--- src/rtl/preempt_timer_pkg.sv ---
// Shared definitions for the preemption quantum timer: FSM state encoding and
// default sizing.
package preempt_timer_pkg;

    localparam int NUM_PROC_DEF = 4;
    localparam int CNT_W_DEF    = 6;
    localparam int EVT_W_DEF    = 8;

    localparam logic [CNT_W_DEF-1:0] DEFAULT_QUANTUM_DEF = {CNT_W_DEF{1'b1}};

    typedef enum logic [1:0] {
        ST_RUN  = 2'd0,
        ST_HELD = 2'd1,
        ST_REQ  = 2'd2
    } state_t;

endpackage

--- src/rtl/quantum_table.sv ---
// Per-process quantum register file: one synchronous write port and one
// combinational read port. Every slot resets to the default quantum.
module quantum_table
    import preempt_timer_pkg::*;
#(
    parameter int                 NUM_PROC        = NUM_PROC_DEF,
    parameter int                 CNT_W           = CNT_W_DEF,
    parameter int                 PID_W           = $clog2(NUM_PROC),
    parameter logic [CNT_W-1:0]   DEFAULT_QUANTUM = {CNT_W{1'b1}}
) (
    input  logic             clock,
    input  logic             reset_n,
    input  logic             we,
    input  logic [PID_W-1:0] wr_pid,
    input  logic [CNT_W-1:0] wr_data,
    input  logic [PID_W-1:0] rd_pid,
    output logic [CNT_W-1:0] rd_data
);

    logic [CNT_W-1:0] slot [NUM_PROC];

    always_ff @(posedge clock or negedge reset_n) begin
        if (!reset_n) begin
            for (int i = 0; i < NUM_PROC; i++) begin
                slot[i] <= DEFAULT_QUANTUM;
            end
        end else if (we) begin
            slot[wr_pid] <= wr_data;
        end
    end

    // A write and a read of the same slot in one cycle returns the old value.
    assign rd_data = slot[rd_pid];

endmodule

--- src/rtl/preempt_quantum_timer.sv ---
// Per-process preemption timer: counts enabled ticks against the active slot's
// quantum and posts a held preemption request to the control unit.
//
// state | meaning
// RUN   | counting enabled ticks toward the active quantum
// HELD  | quantum expired while masked; request deferred until mask drops
// REQ   | request posted (preempt_req rises next cycle); waiting for ack
module preempt_quantum_timer
    import preempt_timer_pkg::*;
#(
    parameter int               NUM_PROC        = NUM_PROC_DEF,
    parameter int               PID_W           = $clog2(NUM_PROC),
    parameter int               CNT_W           = CNT_W_DEF,
    parameter logic [CNT_W-1:0] DEFAULT_QUANTUM = {CNT_W{1'b1}},
    parameter int               EVT_W           = EVT_W_DEF
) (
    input  logic             clock,
    input  logic             reset_n,
    input  logic             count_en,
    input  logic             switch_i,
    input  logic [PID_W-1:0] cur_pid,
    input  logic             cfg_we,
    input  logic [PID_W-1:0] cfg_pid,
    input  logic [CNT_W-1:0] cfg_quantum,
    input  logic             mask,
    input  logic             preempt_ack,
    output logic             preempt_req,
    output logic [PID_W-1:0] preempt_pid,
    output logic [CNT_W-1:0] count,
    output logic [EVT_W-1:0] evt_count
);

    state_t           state;
    logic [PID_W-1:0] active_pid;
    logic [CNT_W-1:0] quantum;

    quantum_table #(
        .NUM_PROC        (NUM_PROC),
        .CNT_W           (CNT_W),
        .PID_W           (PID_W),
        .DEFAULT_QUANTUM (DEFAULT_QUANTUM)
    ) u_quantum_table (
        .clock   (clock),
        .reset_n (reset_n),
        .we      (cfg_we),
        .wr_pid  (cfg_pid),
        .wr_data (cfg_quantum),
        .rd_pid  (active_pid),
        .rd_data (quantum)
    );

    always_ff @(posedge clock or negedge reset_n) begin
        if (!reset_n) begin
            state       <= ST_RUN;
            active_pid  <= '0;
            count       <= '0;
            preempt_req <= 1'b0;
            evt_count   <= '0;
        end else if (switch_i) begin
            // A context switch discards any pending expiry without counting it.
            state       <= ST_RUN;
            active_pid  <= cur_pid;
            count       <= '0;
            preempt_req <= 1'b0;
        end else begin
            case (state)
                ST_RUN: begin
                    if (count_en) begin
                        if (count >= quantum) begin
                            count <= '0;
                            state <= mask ? ST_HELD : ST_REQ;
                        end else begin
                            count <= count + CNT_W'(1);
                        end
                    end
                end
                ST_HELD: begin
                    if (!mask) begin
                        state <= ST_REQ;
                    end
                end
                ST_REQ: begin
                    if (preempt_ack) begin
                        state       <= ST_RUN;
                        preempt_req <= 1'b0;
                        if (evt_count != {EVT_W{1'b1}}) begin
                            evt_count <= evt_count + EVT_W'(1);
                        end
                    end else begin
                        preempt_req <= 1'b1;
                    end
                end
                default: begin
                    state       <= ST_RUN;
                    preempt_req <= 1'b0;
                end
            endcase
        end
    end

    assign preempt_pid = active_pid;

endmodule

--- config.mk ---
export PLATFORM = sky130hd
export DESIGN_NAME = preempt_quantum_timer
export DESIGN_NICKNAME = d
export VERILOG_FILES = /design/src/rtl/preempt_timer_pkg.sv /design/src/rtl/quantum_table.sv /design/src/rtl/preempt_quantum_timer.sv
export SDC_FILE = /design/constraint.sdc
export NUM_CORES = 1
export LEC_CHECK = 0
export CAP_MARGIN = 25
export CORE_MARGIN = 2
export CORE_UTILIZATION = 48
export CTS_CLUSTER_DIAMETER = 120
export CTS_CLUSTER_SIZE = 12
export DETAILED_ROUTE_END_ITERATION = 8
export PLACE_DENSITY = 0.75
export SLEW_MARGIN = 20
export SYNTH_ARGS = -nofsm -noshare
export SYNTH_HDL_FRONTEND = slang
export SYNTH_HIERARCHICAL = 1
export SYNTH_SLANG_ARGS = --single-unit
export TNS_END_PERCENT = 30
--- constraint.sdc ---
create_clock -name clock -period 2.1 [get_ports clock]
set_clock_uncertainty 0.05 [all_clocks]
set_input_delay 0.42 -clock clock [delete_from_list [all_inputs] [get_ports clock]]
set_output_delay 0.42 -clock clock [all_outputs]
set_load 0.1 [all_outputs]
==> impl_metrics.yaml, run 1 <==
setup_path:
  r2r_start: "preempt_pid[0]"
  worstSetupStartpoint: "preempt_pid[0]"
  critical_path_peak_fanout: 7
  timing.rr.end: "state[1]"
  setup.worst_path.start_class: "flip-flop"
  cp_top_family: "multiplexers"
  crit_path_end_kind: "flip-flop"
  r2r_setup_slack_ns: -0.21
  required_ns: 2.23
  crit_arrival_ns: 2.44
  cpPeakStageDelay_ns: 0.52
  worstSetupPathType: "flip-flop to flip-flop"
  crit_slowest_cell: "mux4_2"
  cp_cell_sequence: "mux4_2, inv_2, ha_1, or2_4, a211oi_4, buf_6, nor3b_4, o31a_1"
  critical_path_buf_inv_count: 2
  reg2regPathDepth: 8
place:
  post-place-ws_ns: -0.274
  portBuffers: 33
  placed_area_sq_mm: 0.00267
  dp_hpwl_um: 3330
  dp.cells: 261
  gp_congestion: 0.822
run:
  drv_cap: 0
sta:
  final_max_slew_viol_count: 0
  period_share_pct: 110
  slew_headroom_pct: 65.4
  setup_viol: 8
  max_freq_mhz: 433
  min_period_ns: 2.31
  finalHoldViolations: 0
  worstMarginPinSlew_ns: 0.519
  fin_ws_ns: -0.211
  rsz0062_at_grt: "true"
logic_synthesis:
  syn_area_per_cell_sq_um: 13.2
  synth.area.top_cells: "dfstp_2 29%, dfrtp_1 22%, mux2_2 14%"
  yosysSeqAreaShare_pct: 50.1
  syn_nets: 192
  synth_cell_types: 35
  synth_seq_cells: 43
  synth_top_area_share_pct: 28.6
  synth_area_sq_mm: 0.00221
  synthCells: 167
  yosysWarnings: 6
  yosysTopAreaCell: "dfstp_2"
final_layout:
  final_cells: 271
  diodes: 0
  nNetsFinal: 243
  fin_area_sq_mm: 0.00283
  drive_above_1_share_pct: 55.7
  areaGrowthSynthToFinish_pct: 28.3
grt:
  grt_pass1_vias: 1634
  grt_pass1_wl_um: 7600
  grt.overflow.total: 0
  antenna_found_initial: 0
  grt_usage_pct: 19.1
  grt_max_degree: 44
clocking:
  cts_tree: "yes"
  cts_buffer_depth: 2
  clock_latency_ns: 0.29
  htree_levels: 2
  cts_hold_buf: 0
  cts_root_buf: "clkbuf_8"
  cts_sinks: 43
  clk_pin_slew_ns: 0.08
  cts_made_buffers: 5
route:
  drt_pre_antenna_iters: 4
  via_per_inst: 5.52
  m1WireLength_um: 1910
  highest_layer: "met4"
  vias: 1497
  wl_per_cell_um: 16.5
  ant_nets: 0
  drtIter0Drc: 54
  routed_wl_um: 4470
  met3_wirelength_um: 192
  drc: 0
  wl_met2_um: 2310
pwr:
  powerDensity_mw_per_mm2: 1020
  switchingPower_w: 0.00114
  max-vdd-ir-drop_mv: 0.625
  p_sw_share_pct: 39.8
  internal_power_w: 0.00173
  p_clk_share_pct: 18.0
  leakagePower_nw: 1.23
  power_frac_comb_pct: 40.7
  finalPower_w: 0.00287
  p_seq_share_pct: 41.4
floorplanning:
  io_pins: 34
  rows: 24
  start_util_pct: 50.3
  die_h_um: 71.8
  die_width_um: 71.8
  die_area_sq_mm: 0.00516
  core_sq_mm: 0.00438
outcome:
  run_status: "complete, but fails checks"
  violations: "setup timing"
worst_hold_path:
  hp-class: "input pin to asynchronous set/reset pin"
## registers in the layout, indices dropped and copies added, names as in the netlist
signal / flops
preempt_pid: 2
u_quantum_table/slot: 24
evt_count: 8
count: 6
state: 2
preempt_req: 1
## per-stage QoR
stage | utilization (%) | hold slack (ns) | setup TNS [ns]
final | 64.6 | 0.134 | -1.07
after global routing | 64.6 | 0.179 | -1.91
after CTS | 63.7 | 0.147 | -1.47
after detailed placement | 60.9 | 0.439 | -1.70
after global placement | 60.9 | 0.432 | -1.13
after floorplan | - | 0.0744 | -3.69
## how the worst max path moves through the flow
stage	endpoint	slack, ns	cells past startpoint
detailed placement	count[2]	-0.27	7
global route	state[1]	-0.31	8
floorplan	state[1]	-0.47	8
finish	state[1]	-0.21	8
global placement	count[2]	-0.18	7
CTS	count[2]	-0.27	8
## worst register-to-register path, cell delays in order, from the launching register on
cell	delay, ns
dfrtp_4	0.48
mux4_2	0.52
inv_2	0.06
ha_1	0.21
or2_4	0.24
a211oi_4	0.20
buf_6	0.16
nor3b_4	0.05
o31a_1	0.24
## cell type report
class,instances,area [sq um]
Clock buffer,5,68.8
Clock inverter,3,17.5
Fill cell,319,1550
Inverter,8,30.0
Multi-Input combinational cell,114,1110
Sequential cell,43,1110
Tap cell,52,65.1
Timing Repair Buffer,46,425
## synth_stat cells, drive strengths merged
library cell,count
o21bai,1
nand2b,1
nor2,8
mux4,6
dfrtp,19
dfstp,24
and2,1
o21ai,5
mux2,27
xor2,6
nand3b,2
xnor2,1
nand2,11
a21oi,4
o311ai,2
a211oi,1
o211a,2
o31a,1
or2,4
nand4,1
and4bb,1
or3b,1
o211ai,5
inv,8
nor3,4
nand3,7
nor3b,4
buf,2
ha,8
## per-layer routing
| layer | up-vias | global-route usage, % |
|---|---|---|
| met1 | 743 | 23.9 |
| met4 | 0 | 5.03 |
| met2 | 36 | 33.3 |
| li1 | 711 | - |
| met3 | 7 | 4.64 |
| met5 | - | 0 |
## cell usage in the layout, fill, tap and decap left out, drive strengths merged, types with 2 or more instances in the layout
| cell type | n |
|---|---|
| a21oi | 4 |
| buf | 31 |
| clkbuf | 5 |
| clkdlybuf4s50 | 15 |
| dfrtp | 19 |
| dfstp | 24 |
| ha | 8 |
| inv | 10 |
| mux2 | 27 |
| mux4 | 6 |
| nand2 | 11 |
| nand3 | 7 |
| nand3b | 2 |
| nor2 | 8 |
| nor3 | 4 |
| nor3b | 4 |
| o211a | 2 |
| o211ai | 5 |
| o21ai | 5 |
| o311ai | 2 |
| or2 | 4 |
| xor2 | 6 |
## cell families after synthesis
logic type	count (synthesis)	synth area share [%]
mux	33	19.9
compound gates	21	8.45
xor+xnor	7	2.78
buf+inv	10	2.10
simple gates	45	12.1
flops	43	50.1
fa+ha+maj	8	4.54
## what timing repair did
| item | in CTS | in global routing |
|---|---|---|
| resized for setup | 9 | 7 |
| setup buffers | 2 | 0 |
| pin swaps | 6 | 7 |
| endpoints found under the setup margin | 8 | 8 |
## power groups by stage
| stage | clock network, W | registers, W | logic [W] |
|---|---|---|---|
| final | 0.000516 | 0.00119 | 0.00117 |
| after global routing | 0.000573 | 0.00122 | 0.00125 |
| after CTS | 0.000538 | 0.00118 | 0.00113 |
| after detailed placement | 0 | 0.00120 | 0.00108 |
| after global placement | 0 | 0.00118 | 0.00105 |
| after floorplan | 0 | 0.00154 | 0.000415 |
Power figures use the tool's default switching activity.
==> run 2: changes to the inputs <==
- GPL_TIMING_DRIVEN: default -> 0
- SYNTH_HIERARCHICAL: 1 -> default
==> impl_metrics.yaml, run 2 <==
outcome:
  run_status: "complete, but fails checks"
  violations: "setup timing"
floorplanning:
  core_sq_mm: 0.00438
  rows: 24
  die_h_um: 71.7
  die_width_um: 71.7
  die_area_sq_mm: 0.00513
  io_pins: 34
  start_util_pct: 50.1
setup_path:
  cp_cell_sequence: "buf_12, mux4_2, inv_2, ha_4, or2_4, a211o_1, a311oi_2, nor3_1"
  worstSetupPathType: "flip-flop to flip-flop"
  crit_arrival_ns: 2.50
  crit_slowest_cell: "dfrtp_4"
  cp_top_family: "compound AO/OA/AOI/OAI gates"
  critical_path_peak_fanout: 7
  reg2regPathDepth: 8
  crit_path_end_kind: "flip-flop"
  cpPeakStageDelay_ns: 0.50
  required_ns: 2.23
  critical_path_buf_inv_count: 2
  path_depth: 8
  setup.worst_path.start_class: "flip-flop"
sta:
  max_freq_mhz: 421
  setup_viol: 9
  slew_headroom_pct: 35.2
  rsz0062_at_grt: "true"
  min_period_ns: 2.37
  worstMarginPinSlew_ns: 0.976
  fin_ws_ns: -0.274
  period_share_pct: 113
  finalHoldViolations: 0
  final_max_slew_viol_count: 0
  holdWs_ns: 0.0128
logic_synthesis:
  synth.area.top_cells: "dfstp_2 29%, dfrtp_1 22%, mux2_2 13%"
  synth.most_common_cell: "mux2_2"
  syn_area_per_cell_sq_um: 12.9
  yosys_most_used_dff: "dfstp_2"
  syn_nets: 195
  synth_area_sq_mm: 0.00220
  synth-async-reset-ratio_pct: 100
  synth_edf_count: 0
  yosysTopAreaCell: "dfstp_2"
  yosysWarnings: 0
  yosysSeqAreaShare_pct: 50.3
  synth_top_area_share_pct: 28.7
  synth_cell_types: 41
  synthCells: 170
  yosys-top-cells-count: "26 x mux2_2, 24 x dfstp_2, 19 x dfrtp_1"
  synth_seq_cells: 43
final_layout:
  final_common_cell: "mux2_2"
  top_regs: "u_quantum_table.slot x24, evt_count x8, count x6"
  top_register: "u_quantum_table.slot"
  areaGrowthSynthToFinish_pct: 26.9
  largest_reg_flops: 24
  drive_above_1_share_pct: 47.7
  final_cell_mix: "26 x mux2_2, 24 x dfstp_2, 17 x dfrtp_1, 15 x clkdlybuf4s50_1, 12 x nand2_1"
  diodes: 0
  nNetsFinal: 240
grt:
  grt_max_degree: 27
  grt_usage_pct: 19.6
  antenna_found_initial: 0
  grt_pass1_wl_um: 7710
  grt.overflow.total: 0
  grt_pass1_vias: 1584
clocking:
  clock_latency_ns: 0.29
  htree_levels: 2
  cts_made_buffers: 5
  cts_tree: "yes"
  cts_hold_buf: 0
  cts_root_buf: "clkbuf_8"
  cts_buffer_depth: 2
  clk_pin_slew_ns: 0.09
  cts_sinks: 43
pwr:
  leakagePower_nw: 1.16
  powerDensity_mw_per_mm2: 1070
  max-vdd-ir-drop_mv: 0.496
  finalPower_w: 0.00297
route:
  routed_wl_um: 4570
  via_per_inst: 5.63
  drtIter0Drc: 63
  drc: 0
  ant_nets: 0
  drt_pre_antenna_iters: 4
  vias: 1510
  wl_per_cell_um: 17.0
run:
  drv_cap: 0
place:
  portBuffers: 33
  gp_congestion: 0.872
  dp_hpwl_um: 3370
worst_hold_path:
  hp-class: "input pin to asynchronous set/reset pin"
==> run 2: cell types whose count changed in the layout (fill, tap and decap cells not counted), sizes merged, moves of 3 or more <==
cell	delta
buf	-22
clkbuf	+9
clkdlybuf4s15	+4
dlygate4sd2	+5
inv	-3
nand3	-3
nand4	+4
xnor2	+5
xor2	-5
==> run 2: layer usage <==
metal  wire, um  GRT usage [%]
met5          0              0
met4         33           5.66
met3        146           4.50
met2       2460           34.5
met1       1930           24.1
==> run 2: through the flow <==
stage | TNS (ns) | instances | util, % | worst slack (ns) | cell area, sq um
5_1_grt | -2.54 | 268 | 63.6 | -0.349 | 2790
2_1_floorplan | -3.49 | 170 | - | -0.419 | 2210
6_report | -1.89 | 268 | 63.6 | -0.274 | 2790
4_1_cts | -1.88 | 268 | 63.5 | -0.300 | 2780
3_3_place_gp | -9.39 | 255 | 59.5 | -0.594 | 2610
3_5_place_dp | -2.76 | 256 | 60.0 | -0.426 | 2630
==> run 2: what timing repair did <==
action	CTS	global route
pin swaps	4	2
gates resized for setup	30	19
setup buffers	4	0
setup endpoints to repair	25	20
==> run 2: layout make-up <==
cell class | instances | area, sq um
clock buffers | 5 | 68.8
repair buffers | 38 | 338
inverters | 7 | 26.3
well taps | 52 | 65.1
fillers | 320 | 1600
flip-flops and latches | 43 | 1110
multi-input cells | 116 | 1090
plain buffers | 4 | 41.3
clock inverters | 3 | 43.8
==> run 2: cell families (layout without fill, tap and decap cells) <==
family / after synthesis / in the layout / synth area share (%)
flops: 43 / 43 / 50.3
buf+inv: 11 / 57 / 2.33
simple gates: 45 / 45 / 11.8
mux: 33 / 33 / 20.2
compound gates: 23 / 23 / 8.03
xor+xnor: 7 / 7 / 2.79
fa+ha+maj: 8 / 8 / 4.56
==> run 2: final timing paths <==
check	startpoint	endpoint	slack, ns
worst min register to register	evt_count[7]	evt_count[7]	0.46
worst max register to register	preempt_pid[0]	state[1]	-0.27
worst min-delay path	reset_n	state[1]	0.01
worst max-delay path	preempt_pid[0]	state[1]	-0.27
max in group asynchronous	reset_n	u_quantum_table.slot[22]	1.42
min in group clock	evt_count[7]	evt_count[7]	0.46
==> run 2: worst register-to-register path: cells and delay by family, from the launching register on <==
kind / cells / cell delay, ns
AOI/OAI and AO/OA: 2 / 0.53
and+or+nand+nor: 2 / 0.31
buffers and inverters: 2 / 0.23
adders and majority gates: 1 / 0.19
DFF: 1 / 0.50
muxes: 1 / 0.44
==> run 2: report_power, final <==
group / internal, W / total, W / switching (W)
Sequential: 0.00104 / 0.00119 / 0.000149
Combinational: 0.000420 / 0.00115 / 0.000728
Clock: 0.000354 / 0.000637 / 0.000283
